## config.mk

```make
export PLATFORM = sky130hd
export DESIGN_NAME = tbird_lamp_seq
export DESIGN_NICKNAME = d
export VERILOG_FILES = /design/src/rtl/tbird_lamp_seq.sv
export SDC_FILE = /design/constraint.sdc
export NUM_CORES = 1
export LEC_CHECK = 0
export ABC_AREA = 0
export CAP_MARGIN = 0
export CORE_MARGIN = 4
export CORE_UTILIZATION = 23
export CTS_BUF_LIST = sky130_fd_sc_hd__clkbuf_4
export CTS_CLUSTER_SIZE = 30
export DETAILED_ROUTE_END_ITERATION = 8
export GPL_TIMING_DRIVEN = 0
export PLACE_DENSITY_LB_ADDON = 0.08
export SYNTH_ARGS = -nofsm -noshare
export SYNTH_HDL_FRONTEND = slang
export SYNTH_SLANG_ARGS = --single-unit
export TNS_END_PERCENT = 10
```

## constraint.sdc

```tcl
create_clock -name clock -period 2 [get_ports clock]
set_input_delay 0.4 -clock clock [delete_from_list [all_inputs] [get_ports clock]]
set_output_delay 0.4 -clock clock [all_outputs]
set_load 0.03 [all_outputs]
```

## src/rtl/tbird_lamp_seq.sv

```systemverilog
// Thunderbird-style tail-light sequencer: LAMPS lamps per side lit inside-out,
// with a step prescaler, a brake overlay and hazard flashing. Outputs are registered.
module tbird_lamp_seq #(
    parameter int LAMPS    = 3,
    parameter int TICK_DIV = 4
) (
    input  logic             clock,
    input  logic             reset_b,
    input  logic             InL,
    input  logic             InR,
    input  logic             InH,
    input  logic             InB,
    output logic [LAMPS-1:0] L,
    output logic [LAMPS-1:0] R
);

    localparam int SW = $clog2(LAMPS + 1);
    localparam int CW = (TICK_DIV > 1) ? $clog2(TICK_DIV) : 1;

    typedef enum logic [2:0] {
        IDLE    = 3'd0,
        LEFT    = 3'd1,
        RIGHT   = 3'd2,
        HAZ_ON  = 3'd3,
        HAZ_OFF = 3'd4
    } state_t;

    state_t           state_q, state_d;
    logic [SW-1:0]    step_q,  step_d;
    logic [CW-1:0]    cnt_q,   cnt_d;
    logic [LAMPS-1:0] l_q,     l_d;
    logic [LAMPS-1:0] r_q,     r_d;

    logic             tick;
    logic             haz;
    state_t           req_state;
    logic [SW-1:0]    req_step;
    logic [LAMPS-1:0] therm;

    assign tick = (cnt_q == CW'(TICK_DIV - 1));
    assign haz  = InH | (InL & InR);

    always_comb begin
        req_state = IDLE;
        req_step  = '0;
        if (haz) begin
            req_state = HAZ_ON;
        end else if (InL) begin
            req_state = LEFT;
            req_step  = SW'(1);
        end else if (InR) begin
            req_state = RIGHT;
            req_step  = SW'(1);
        end
    end

    always_comb begin
        state_d = state_q;
        step_d  = step_q;
        case (state_q)
            IDLE: begin
                state_d = req_state;
                step_d  = req_step;
            end
            LEFT, RIGHT: begin
                // Hazard preempts immediately; a dropped turn request still runs out to step 0.
                if (haz) begin
                    state_d = HAZ_ON;
                    step_d  = '0;
                end else if (tick) begin
                    if (step_q == '0) begin
                        state_d = req_state;
                        step_d  = req_step;
                    end else if (step_q == SW'(LAMPS)) begin
                        step_d = '0;
                    end else begin
                        step_d = step_q + SW'(1);
                    end
                end
            end
            HAZ_ON: begin
                step_d = '0;
                if (tick) state_d = HAZ_OFF;
            end
            HAZ_OFF: begin
                step_d = '0;
                if (tick) state_d = haz ? HAZ_ON : IDLE;
            end
            default: begin
                state_d = IDLE;
                step_d  = '0;
            end
        endcase
    end

    always_comb begin
        if (state_d != state_q || state_d == IDLE || tick) cnt_d = '0;
        else                                                cnt_d = cnt_q + CW'(1);
    end

    // Lamps follow the next state so a change appears on the edge that samples it;
    // InB feeds the output register directly, which is the brake's one-clock latency.
    always_comb begin
        for (int i = 0; i < LAMPS; i++) therm[i] = (SW'(i) < step_d);
        l_d = '0;
        r_d = '0;
        case (state_d)
            IDLE: begin
                if (InB) begin
                    l_d = '1;
                    r_d = '1;
                end
            end
            LEFT: begin
                l_d = therm;
                if (InB) r_d = '1;
            end
            RIGHT: begin
                r_d = therm;
                if (InB) l_d = '1;
            end
            HAZ_ON: begin
                l_d = '1;
                r_d = '1;
            end
            default: begin
                l_d = '0;
                r_d = '0;
            end
        endcase
    end

    always_ff @(posedge clock or posedge reset_b) begin
        if (reset_b) begin
            state_q <= IDLE;
            step_q  <= '0;
            cnt_q   <= '0;
            l_q     <= '0;
            r_q     <= '0;
        end else begin
            state_q <= state_d;
            step_q  <= step_d;
            cnt_q   <= cnt_d;
            l_q     <= l_d;
            r_q     <= r_d;
        end
    end

    assign L = l_q;
    assign R = r_q;

endmodule

```

==> impl_metrics.json <==
{
  "status": "completed",
  "r2r_end": "cnt_q[1]",
  "synthMuxAreaShare_pct": 2.31,
  "path_class": "register to register",
  "syn_to_final_growth_pct": 25.7,
  "core_region_area_mm2": 0.00366,
  "syn_area_um2": 866,
  "grt_max_degree": 14,
  "start_util_pct": 23.7,
  "yosysUniqueCellTypes": 40,
  "finalCritPeriodShare_pct": 93.6,
  "antenna_found_initial": 0,
  "cp_max_fo": 10,
  "worstReg2RegStart": "cnt_q[0]",
  "h-tree-depth": 1,
  "clk_pin_slew_ns": 0.09,
  "tightest_slew_ns": 0.541,
  "synth_top_family_by_area": "compound AO/OA/AOI/OAI gates",
  "final_cells": 150,
  "cts_root_buf": "clkbuf_4",
  "dieWidth_um": 69.4,
  "reg2reg_depth": 7,
  "syn_area_per_cell_um2": 10.2,
  "synth_compound_area_share_pct": 28.9,
  "portBuffers": 11,
  "synth_top_cell_area_share_pct": 37.6,
  "grt_pass1_wl_mm": 3.50,
  "p_leak_nw": 0.441,
  "wl_per_cell_um": 12.9,
  "hold_path_class": "input pin to asynchronous set/reset pin",
  "slew_violations": 0,
  "cts_sinks": 13,
  "report.final.setup_viol": 0,
  "final_area_mm2": 0.00109,
  "drive_gt1_share_pct": 25.5,
  "tns_ns": 0,
  "ios": 12,
  "drt-pass1-iter-count": 4,
  "grt_pass1_vias": 714,
  "fin_util_pct": 29.7,
  "placed_area_mm2": 0.00104,
  "cts_tree": "yes",
  "rows": 22,
  "min_period_ns": 1.87,
  "ys_seq_elements": 13,
  "fmax_mhz": 534,
  "grt.overflow.total": 0,
  "clkLatencyLatePin_ns": 0.28,
  "synthArstFlopShare_pct": 100,
  "hold_violations": 0,
  "drt_first_iter_violations": 26,
  "cts_hold_buf": 0,
  "synth_edf_count": 0,
  "synth_cells": 85,
  "start_kind": "register",
  "vias": 700,
  "ys.flop_type": "dfrtp_1",
  "ant_nets": 0,
  "globalplace.congestion": 0.811,
  "wl_mm": 1.94,
  "ys_top_cells_by_area": "dfrtp_1, a31oi_1, ha_1",
  "finalClockSkew_ns": 0.00873,
  "dp.cells": 144,
  "die_h_um": 69.4,
  "synthSimpleGateAreaFrac_pct": 18.4,
  "worstPathRequired_ns": 2.18,
  "numCtsBuffers": 3,
  "syn_nets": 94,
  "ys_warn_count": 0,
  "slew-limit-headroom_pct": 63.8,
  "yosysTopAreaCell": "dfrtp_1",
  "synth_xor_area_share_pct": 1.01,
  "ff2ff_setup_slack_ns": 0.13,
  "maxCapViolations": 0,
  "hpwl_mm": 1.52,
  "cp-end-kind": "register",
  "grtUsageTotal_pct": 8.99,
  "yosysSeqAreaShare_pct": 37.6,
  "synthAdderAreaFrac_pct": 4.34,
  "drcViolationCount": 0,
  "clockBufferDepth": 2,
  "worst-endpoint-arrival_ns": 2.05,
  "die_area_mm2": 0.00481,
  "power_density_mw_per_mm2": 1450,
  "n_antenna_cell": 0,
  "ir_worst_vdd_v": 0.000576,
  "avgViaCountPerCell": 4.67,
  "rsz0062_at_grt": "no",
  "nets": 112
}
## cell usage after synthesis (2+ instances only)
cell	n
ha_1	3
inv_1	6
nand2b_1	2
o21ai_1	2
nor2_1	7
o21ai_0	4
nand2_1	3
dfrtp_1	13
mux2i_1	2
a211oi_1	2
a31oi_1	8
a21o_1	2
nor3b_1	2
buf_6	3
## per-stage QoR
stage          setup slack (ns)  power, W  hold slack (ns)
3_3_place_gp            -0.0901   0.00141            0.530
2_1_floorplan             0.317   0.00114            0.277
6_report                  0.129   0.00158            0.442
4_1_cts                  0.0497   0.00157            0.465
3_5_place_dp            -0.0661   0.00140            0.548
5_1_grt                  0.0148   0.00172            0.504
## power breakdown
| part | switching [W] | internal (W) | total [W] |
|---|---|---|---|
| Clock | 0.0000882 | 0.0000741 | 0.000162 |
| Combinational | 0.000589 | 0.000426 | 0.00102 |
| Sequential | 0.0000363 | 0.000365 | 0.000401 |
| Total | 0.000714 | 0.000866 | 0.00158 |
## cells by family (layout without fill, tap and decap cells)
family,count (synthesis),after routing
AO/OA/AOI/OAI,29,29
XOR/XNOR,1,1
adder cells (fa/ha/maj),3,3
buffers and inverters,11,28
flip-flops,13,13
multiplexers,2,2
AND/OR/NAND/NOR,26,26
## worst max path at each step
stage / slack [ns] / from / end
detailed placement: -0.07 / InR / R[2]
global placement: -0.09 / InL / L[2]
global route: 0.01 / cnt_q[0] / cnt_q[1]
CTS: 0.05 / step_q[0] / cnt_q[1]
floorplan: 0.32 / step_q[0] / cnt_q[0]
finish: 0.13 / cnt_q[0] / cnt_q[1]
## flip-flops by register name, indices dropped and copies added (netlist names)
signal	flops
R	3
step_q	2
state_q	3
cnt_q	2
L	3
## per-layer routing
metal / wire [um] / track usage, % / up-vias / part of all wire, %
met4: 13 / 2.39 / 0 / 0.67
li1: - / - / 347 / -
met5: 0 / 0 / - / 0
met3: 38 / 3.62 / 2 / 2.0
met1: 962 / 11.7 / 349 / 50
met2: 924 / 13.8 / 2 / 48
## critical path, cell delays in order (launching register included)
cell and delay, ns:
dfrtp_1 0.36, ha_1 0.28, buf_6 0.19, nand2_4 0.05, a221oi_2 0.31, o21ai_1 0.11
o221a_1 0.27, a211oi_1 0.22
## final cells by class
| cell class | instances | area (um2) |
|---|---|---|
| Buffer | 4 | 38.8 |
| Clock buffer | 3 | 22.5 |
| Timing Repair Buffer | 13 | 125 |
| Clock inverter | 1 | 5.00 |
| Sequential cell | 13 | 325 |
| Inverter | 7 | 26.3 |
| Multi-Input combinational cell | 61 | 485 |
| Tap cell | 48 | 60.1 |
| Fill cell | 387 | 2570 |
## cell usage in the layout (no fill, tap or decap), types with 3 or more instances in the layout
| master | synthesis | routed |
|---|---|---|
| buf_6 | 3 | 3 |
| a31oi_1 | 8 | 8 |
| nand2_1 | 3 | 3 |
| clkdlybuf4s50_1 | 0 | 11 |
| dfrtp_1 | 13 | 13 |
| inv_1 | 6 | 6 |
| o21ai_0 | 4 | 4 |
| nor2_1 | 7 | 7 |
| clkbuf_4 | 0 | 3 |
## timing repair
| item | 4_1_cts | 5_1_grt |
|---|---|---|
| endpoints found under the setup margin | 0 | 8 |
| buffers inserted | 0 | 2 |
| gates resized for setup | 0 | 2 |
Power figures use the tool's default switching activity.
